### src/rtl/add_seq_pkg.sv
// rtl/add_seq_pkg.sv - shared types and sizing helpers for the nibble-serial add/sub sequencer
package add_seq_pkg;

  typedef enum logic [1:0] {IDLE, RUN, DONE} state_t;

  localparam int NIB_W = 4;

  function automatic int idx_width(input int nib);
    return (nib <= 1) ? 1 : $clog2(nib);
  endfunction

endpackage

### src/rtl/adder_1b.sv
// rtl/adder_1b.sv - 4-bit ripple-carry adder used as the shared nibble datapath
module adder_1b (
  input  logic [3:0] a,
  input  logic [3:0] b,
  input  logic       cin,
  output logic [3:0] sum,
  output logic       cout
);

  logic [4:0] c;

  always_comb begin
    c    = '0;
    sum  = '0;
    c[0] = cin;
    for (int i = 0; i < 4; i++) begin
      sum[i]   = a[i] ^ b[i] ^ c[i];
      c[i + 1] = (a[i] & b[i]) | (c[i] & (a[i] ^ b[i]));
    end
  end

  assign cout = c[4];

endmodule

### src/rtl/add_seq_ctrl.sv
// rtl/add_seq_ctrl.sv - WIDTH-bit add/sub done one nibble per cycle through a single 4-bit adder
// Optional signed-overflow flag enabled by macro ADD_SEQ_OVF_EN.
module add_seq_ctrl
  import add_seq_pkg::*;
#(
  parameter int WIDTH = 16
) (
  input  logic             clk,
  input  logic             rst_n,
  input  logic             in_valid,
  output logic             in_ready,
  input  logic [WIDTH-1:0] a,
  input  logic [WIDTH-1:0] b,
  input  logic             cin,
  input  logic             sub,
  output logic             out_valid,
  input  logic             out_ready,
  output logic [WIDTH-1:0] sum,
  output logic             cout,
  output logic             overflow,
  output logic             busy
);

  localparam int NIB   = WIDTH / NIB_W;
  localparam int IDX_W = idx_width(NIB);
  localparam logic [IDX_W-1:0] LAST_IDX = IDX_W'(NIB - 1);

  state_t           state_q, state_d;
  logic [WIDTH-1:0] opa_q, opb_q, result_q;
  logic [IDX_W-1:0] idx_q;
  logic             carry_q, cout_q;
  logic [NIB_W-1:0] nib_a, nib_b, nib_sum;
  logic             nib_cout;
  logic             accept, last_step;

  assign accept    = (state_q == IDLE) && in_valid;
  assign last_step = (state_q == RUN) && (idx_q == LAST_IDX);

  // Constant-index mux keeps the slice select simple for synthesis.
  always_comb begin
    nib_a = '0;
    nib_b = '0;
    for (int i = 0; i < NIB; i++) begin
      if (idx_q == IDX_W'(i)) begin
        nib_a = opa_q[NIB_W*i +: NIB_W];
        nib_b = opb_q[NIB_W*i +: NIB_W];
      end
    end
  end

  adder_1b u_adder (
    .a    (nib_a),
    .b    (nib_b),
    .cin  (carry_q),
    .sum  (nib_sum),
    .cout (nib_cout)
  );

  always_ff @(posedge clk or negedge rst_n) begin
    if (!rst_n) state_q <= IDLE;
    else        state_q <= state_d;
  end

  always_comb begin
    state_d   = state_q;
    in_ready  = 1'b0;
    out_valid = 1'b0;
    busy      = 1'b1;
    case (state_q)
      IDLE: begin
        in_ready = 1'b1;
        busy     = 1'b0;
        if (in_valid) state_d = RUN;
      end
      RUN:  if (idx_q == LAST_IDX) state_d = DONE;
      DONE: begin
        out_valid = 1'b1;
        if (out_ready) state_d = IDLE;
      end
      default: state_d = IDLE;
    endcase
  end

  // Subtract is a + ~b + 1: invert B once at accept and seed the carry with 1.
  always_ff @(posedge clk or negedge rst_n) begin
    if (!rst_n) begin
      opa_q    <= '0;
      opb_q    <= '0;
      result_q <= '0;
      idx_q    <= '0;
      carry_q  <= 1'b0;
      cout_q   <= 1'b0;
    end else if (accept) begin
      opa_q    <= a;
      opb_q    <= sub ? ~b : b;
      carry_q  <= sub ? 1'b1 : cin;
      idx_q    <= '0;
      result_q <= '0;
    end else if (state_q == RUN) begin
      for (int i = 0; i < NIB; i++) begin
        if (idx_q == IDX_W'(i)) result_q[NIB_W*i +: NIB_W] <= nib_sum;
      end
      carry_q <= nib_cout;
      idx_q   <= idx_q + 1'b1;
      if (last_step) cout_q <= nib_cout;
    end
  end

  assign sum  = result_q;
  assign cout = cout_q;

`ifdef ADD_SEQ_OVF_EN
  logic ovf_q;

  always_ff @(posedge clk or negedge rst_n) begin
    if (!rst_n)         ovf_q <= 1'b0;
    else if (last_step) ovf_q <= (opa_q[WIDTH-1] == opb_q[WIDTH-1]) &&
                                 (nib_sum[NIB_W-1] != opa_q[WIDTH-1]);
  end

  assign overflow = ovf_q;
`else
  assign overflow = 1'b0;
`endif

endmodule

### config.mk
export PLATFORM = sky130hd
export DESIGN_NAME = add_seq_ctrl
export DESIGN_NICKNAME = d
export VERILOG_FILES = /design/src/rtl/add_seq_pkg.sv /design/src/rtl/adder_1b.sv /design/src/rtl/add_seq_ctrl.sv
export SDC_FILE = /design/constraint.sdc
export NUM_CORES = 1
export LEC_CHECK = 0
export CORE_MARGIN = 4
export CORE_UTILIZATION = 51
export CTS_CLUSTER_DIAMETER = 60
export DETAILED_ROUTE_END_ITERATION = 6
export HOLD_SLACK_MARGIN = 0.15
export PLACE_DENSITY = 0.8
export SLEW_MARGIN = 20
export SYNTH_ARGS = -nofsm -noshare
export SYNTH_HDL_FRONTEND = slang
export SYNTH_SLANG_ARGS = --single-unit
### constraint.sdc
create_clock -name clk -period 4.5 [get_ports clk]
set_clock_uncertainty 0.2 [all_clocks]
set_input_delay 0.9 -clock clk [delete_from_list [all_inputs] [get_ports clk]]
set_output_delay 0.9 -clock clk [all_outputs]
set_load 0.01 [all_outputs]
After elaboration in Yosys (flattened, before gate mapping)
Index checks and enable logic that the tools add are counted.
{"block": "word_totals", "output_inout_bits": 21, "regBits": 54, "inputBits": 38}
{"block": "classes", "n_eq_ne": 8, "n_reduce_logical": 15, "addsub": 1, "n_mux": 27, "n_bitwise": 22}
{"cell": "16-bit 2-to-1 mux", "count": 3}
{"cell": "4-bit 2-to-1 mux", "count": 12}
{"cell": "16-bit inverter", "count": 1}
{"cell": "2-bit 2-to-1 mux", "count": 5}
{"cell": "2-bit nonzero test", "count": 5}
{"cell": "1-bit AND", "count": 8}
{"cell": "2-bit AND reduction", "count": 4}
{"cell": "1-bit XOR", "count": 8}
{"cell": "2-bit == test (second input constant)", "count": 3}
{"cell": "1-bit 2-to-1 mux", "count": 6}
{"cell": "2-bit one-hot mux with 3 select lines", "count": 1}
{"cell": "3-bit AND reduction", "count": 2}
{"cell": "2-bit by 1-bit == test with 1-bit output (second input constant)", "count": 2}
{"cell": "2-bit zero test", "count": 2}
{"cell": "2-bit inequality test (second input constant)", "count": 2}
{"cell": "1-bit OR", "count": 4}
{"cell": "2-bit by 1-bit adder with 2-bit output (second input constant)", "count": 1}
{"cell": "1-bit logical AND", "count": 2}
{"cell": "2-bit by 1-bit inequality test with 1-bit output (second input constant)", "count": 1}
{"cell": "1-bit inverter", "count": 1}

Longest topological paths before layout
{"block": "depth", "depth_word": 16, "depth_mapped": 14}

Hierarchy
A second synthesis with hierarchy kept.
{"block": "hier_totals", "hier_cells": 307, "area_unflattened_um2": 2806.4}
{"mod": "add_seq_ctrl", "seq_area_each_um2": 1351.3, "cells_per_inst": 293, "n_inst": 1, "area_each_um2": 2688.8}
{"mod": "adder_1b", "seq_area_each_um2": 0.0, "cells_per_inst": 14, "n_inst": 1, "area_each_um2": 117.6}

Least setup slack after synthesis
Ideal clock, no wire load.
{"block": "synth_path", "path_type": "reg2reg", "startpoint": "register idx_q[0]", "endpoint": "register result_q[15], in the netlist sum[15]", "period_less_slack_ps": 3163, "t_arrival_ps": 2886, "setup_slack_ps": 1337, "stages_incl_launch_ff": 14, "n_path_buf": 1, "cell_sequence": "dfrtp_1 inv_1 ha_1 buf_2 nor2b_1 a221o_1 a22oi_1 fa_1 fa_1 inv_1 fa_1 fa_1 nand3_1 a21oi_1"}
{"block": "synth_between", "elab_chain_len": 16, "word_cells_on_any_way": 31, "cone_classes": "3 x eq/ne; 11 x mux; 14 x bitwise; 3 x reduce/logical"}
{"item": "from (decl)", "line_no": "add_seq_ctrl.sv:30", "rtl": "logic [IDX_W-1:0] idx_q;"}
{"item": "from (signal assigned)", "line_no": "add_seq_ctrl.sv:104", "rtl": "idx_q <= idx_q + 1'b1;"}
{"item": "2-bit zero test", "line_no": "add_seq_ctrl.sv:44", "rtl": "if (idx_q == IDX_W'(i)) begin"}
{"item": "4-bit 2-to-1 mux (4 in a row)", "line_no": "add_seq_ctrl.sv:44"}
{"item": "1-bit XOR", "line_no": "adder_1b.sv:18", "rtl": "c[i + 1] = (a[i] & b[i]) | (c[i] & (a[i] ^ b[i]));"}
{"item": "1-bit AND", "line_no": "adder_1b.sv:18"}
{"item": "1-bit OR", "line_no": "adder_1b.sv:18"}
{"item": "1-bit AND", "line_no": "adder_1b.sv:18"}
{"item": "1-bit OR", "line_no": "adder_1b.sv:18"}
{"item": "1-bit AND", "line_no": "adder_1b.sv:18"}
{"item": "1-bit OR", "line_no": "adder_1b.sv:18"}
{"item": "1-bit XOR", "line_no": "adder_1b.sv:17", "rtl": "sum[i] = a[i] ^ b[i] ^ c[i];"}
{"item": "4-bit 2-to-1 mux", "line_no": "add_seq_ctrl.sv:101", "rtl": "if (idx_q == IDX_W'(i)) result_q[NIB_W*i +: NIB_W] <= nib_sum;"}
{"item": "16-bit 2-to-1 mux", "line_no": "add_seq_ctrl.sv:99", "rtl": "end else if (state_q == RUN) begin"}
{"item": "16-bit 2-to-1 mux", "line_no": "add_seq_ctrl.sv:93", "rtl": "end else if (accept) begin"}
{"item": "to (signal, indexed assignment)", "line_no": "add_seq_ctrl.sv:101"}
{"item": "to (decl)", "line_no": "add_seq_ctrl.sv:29", "rtl": "logic [WIDTH-1:0] opa_q, opb_q, result_q;"}
Parallel ways exist; a longest one is shown, timed or not. The select of a mux whose other input is x is not followed.
A chain may end at the register's enable or synchronous reset.

Worst setup path in the final report
{"block": "layout_path", "startpoint": "register idx_q[1]", "endpoint": "register result_q[7], in the netlist sum[7]"}
The elaborated chain is that of the path after synthesis.

==> impl_metrics.yaml <==
status:
  outcome: "completed"
grt:
  grt_pass1_wl_mm: 9.02
  grt_pass1_vias: 1943
  gr-usage-met3_pct: 4.06
  grt_max_degree: 73
  busiest_layer: "met2"
  grt.total_usage_pct: 18.0
  antenna_found_initial: 0
  grt_use_met1_pct: 22.8
  grt-ovfl-total: 0
  gr-usage-met2_pct: 30.4
sta:
  finalSetupViolCount: 0
  max_freq_ghz: 0.272
  final_max_slew_viol_count: 0
  period_share_pct: 81.7
  rsz0062_at_grt: "no"
  setup_slack_ps: 824
  worst_pin_slew_ps: 881
  min_period_ps: 3680
  fin_tns_setup_ps: 0
  hold_viol: 0
  relSlewSlack_pct: 41.1
critical_path:
  start_kind: "flip-flop"
  critPathRequiredTime_ps: 4530
  endpoint_kind: "flip-flop"
  reg2reg_slack_ps: 820
  cp-startpoint: "idx_q[1]"
  r2r_start: "idx_q[1]"
  cp.arrival_ps: 3700
  timing.rr.end: "sum[7]"
  crit_type: "reg -> reg"
  critPathCapture: "sum[7]"
  crit_fanout: 17
  rr_worst_depth: 12
run:
  cap_viol_max_count: 0
power_and_ir_drop:
  p_int_uw: 1440
  switchingPower_uw: 1020
  power.leakage_uw: 0.00147
  pwr-share-seq_pct: 34.4
  ir_drop_v: 0.000428
  p_clk_share_pct: 10.3
  comb_power_share_pct: 55.3
  power_density_nw_per_um2: 736
  swShare_pct: 41.4
finish:
  register_area_um2: 1350
  fillCellCount: 402
  antenna_cells: 0
  fin_util_pct: 64.8
  drive_gt1_share_pct: 8.17
  area_delta_synth_final_pct: 21.9
  nNetsFinal: 352
  final_cell_mix: "clkdlybuf4s50_1 (56), dfrtp_1 (54), a21oi_1 (32)"
  multi_input_area_um2: 1200
  final_common_cell: "clkdlybuf4s50_1"
clock_network:
  clk_pin_slew_ps: 90
  post_cts_buffers: 0
  cts_buffer_depth: 2
  cts_tree: "yes"
  htreeDepth: 2
  cts-root-buf: "clkbuf_8"
  cts_hold_buf: 0
  insertion_delay_ps: 300
  cts_sinks: 54
  cts_buffers: 5
  cts_resized: 0
synth:
  ys_ff_latch: 54
  postSynthAreaPerCell_um2: 10.6
  netlist_area_um2: 2750
  ys_warn_count: 0
  synth_top_area_share_pct: 49.2
  synth.area.top_cells: "dfrtp_1 (49%), a21oi_1 (5.8%), mux2_4 (5.5%), xnor2_1 (4.1%), nand2_1 (3.1%)"
  seq_area_frac_synth_pct: 49.2
  syn_nets: 306
  netlist_instances: 260
  post-synth-top-area-cell: "dfrtp_1"
  ys_types: 34
floorplanning:
  start_util_pct: 53.1
  pin_count: 59
  die_w_um: 81.4
  dieArea_um2: 6630
  core_um2: 5170
  rows: 26
  die_h_um: 81.4
placement:
  portBuffers: 57
  dp_slack_ps: 877
  dpl.hpwl_mm: 3.94
  place_congestion: 0.821
detailed_routing:
  finalWirelength_mm: 5.47
  wl_per_cell_um: 14.5
  first_pass_iters: 4
  first_iter_violations: 108
  viasPerCell: 5.30
  vias: 1991
  drcViolationCount: 0
  ant_nets: 0
hold_path:
  hp-class: "reg -> reg"
[stage by stage]
| step | instances | hold slack [ps] | area (um2) | power [uW] |
|---|---|---|---|---|
| finish | 376 | 321 | 3350 | 2470 |
| CTS | 376 | 327 | 3350 | 2480 |
| floorplan | 260 | 280 | 2750 | 1830 |
| global route | 376 | 343 | 3350 | 2690 |
| global placement | 369 | 303 | 3270 | 2160 |
| detailed placement | 369 | 304 | 3270 | 2220 |
[synth_stat cells (all sizes together)]
| library cell | number |
|---|---|
| o31ai | 3 |
| a21oi | 32 |
| xor2 | 3 |
| dfrtp | 54 |
| nand3b | 4 |
| nor2 | 21 |
| o21bai | 1 |
| a221o | 1 |
| nand2 | 23 |
| xnor2 | 13 |
| nor2b | 3 |
| or2 | 1 |
| conb | 1 |
| nand3 | 8 |
| a22oi | 4 |
| fa | 4 |
| mux2 | 14 |
| buf | 20 |
| mux2i | 8 |
| o21ai | 14 |
| o311ai | 1 |
| nor3b | 1 |
| and2b | 1 |
| a221oi | 2 |
| ha | 4 |
| inv | 14 |
| nand2b | 2 |
| or3 | 1 |
| a22o | 2 |
[kinds of logic after synthesis]
family	count (synthesis)	synth area share, %
other	1	0.136
adder cells (fa/ha/maj)	8	4.73
XOR/XNOR	16	5.10
AND/OR/NAND/NOR	65	10.9
multiplexers	22	10.0
AO/OA/AOI/OAI	60	12.5
buffers and inverters	34	7.46
flip-flops	54	49.2
[sequential cells by signal (all words and copies together) (netlist names)]
signal   cells
sum         16
opb_q       16
cout         1
state_q      2
idx_q        2
carry_q      1
opa_q       16
[layout make-up]
class,count,area share (%)
Tap cell,70,2.61
Clock buffer,6,2.17
Clock inverter,1,0.224
Inverter,14,1.57
Timing Repair Buffer,59,17.3
Sequential cell,54,40.3
Multi-Input combinational cell,172,35.8
[metal layers]
layer | vias to the layer above | part of all wire [%]
li1 | 955 | -
met1 | 963 | 43
met2 | 65 | 49
met3 | 8 | 6.1
met4 | 0 | 1.3
met5 | - | 0
[how the worst min path moves through the flow]
| stage | start | to | slack, ps | depth (start not counted) |
|---|---|---|---|---|
| floorplan | opa_q[1] | opa_q[1] | 280 | 1 |
| global placement | sum[13] | sum[13] | 300 | 2 |
| detailed placement | opa_q[7] | opa_q[7] | 300 | 1 |
| CTS | opa_q[6] | opa_q[6] | 330 | 1 |
| global route | opa_q[0] | opa_q[0] | 340 | 1 |
| finish | opa_q[6] | opa_q[6] | 320 | 1 |
[critical path, cell delays in order, from the launching register on]
cell     delay (ps)
dfrtp_1         410
inv_1           110
ha_1            520
nor2b_1         170
a221o_1         330
a22oi_1         200
fa_1            230
fa_1            160
inv_1            50
fa_1            390
fa_1            580
nand3_1         100
a21oi_1         150
[power groups by stage]
stage | clock network, uW | logic (uW) | registers (uW)
5_1_grt | 282 | 1530 | 877
6_report | 254 | 1360 | 848
3_3_place_gp | 0 | 1300 | 855
3_5_place_dp | 0 | 1370 | 854
4_1_cts | 261 | 1370 | 847
2_1_floorplan | 0 | 1000 | 828
Power figures use the tool's default switching activity.
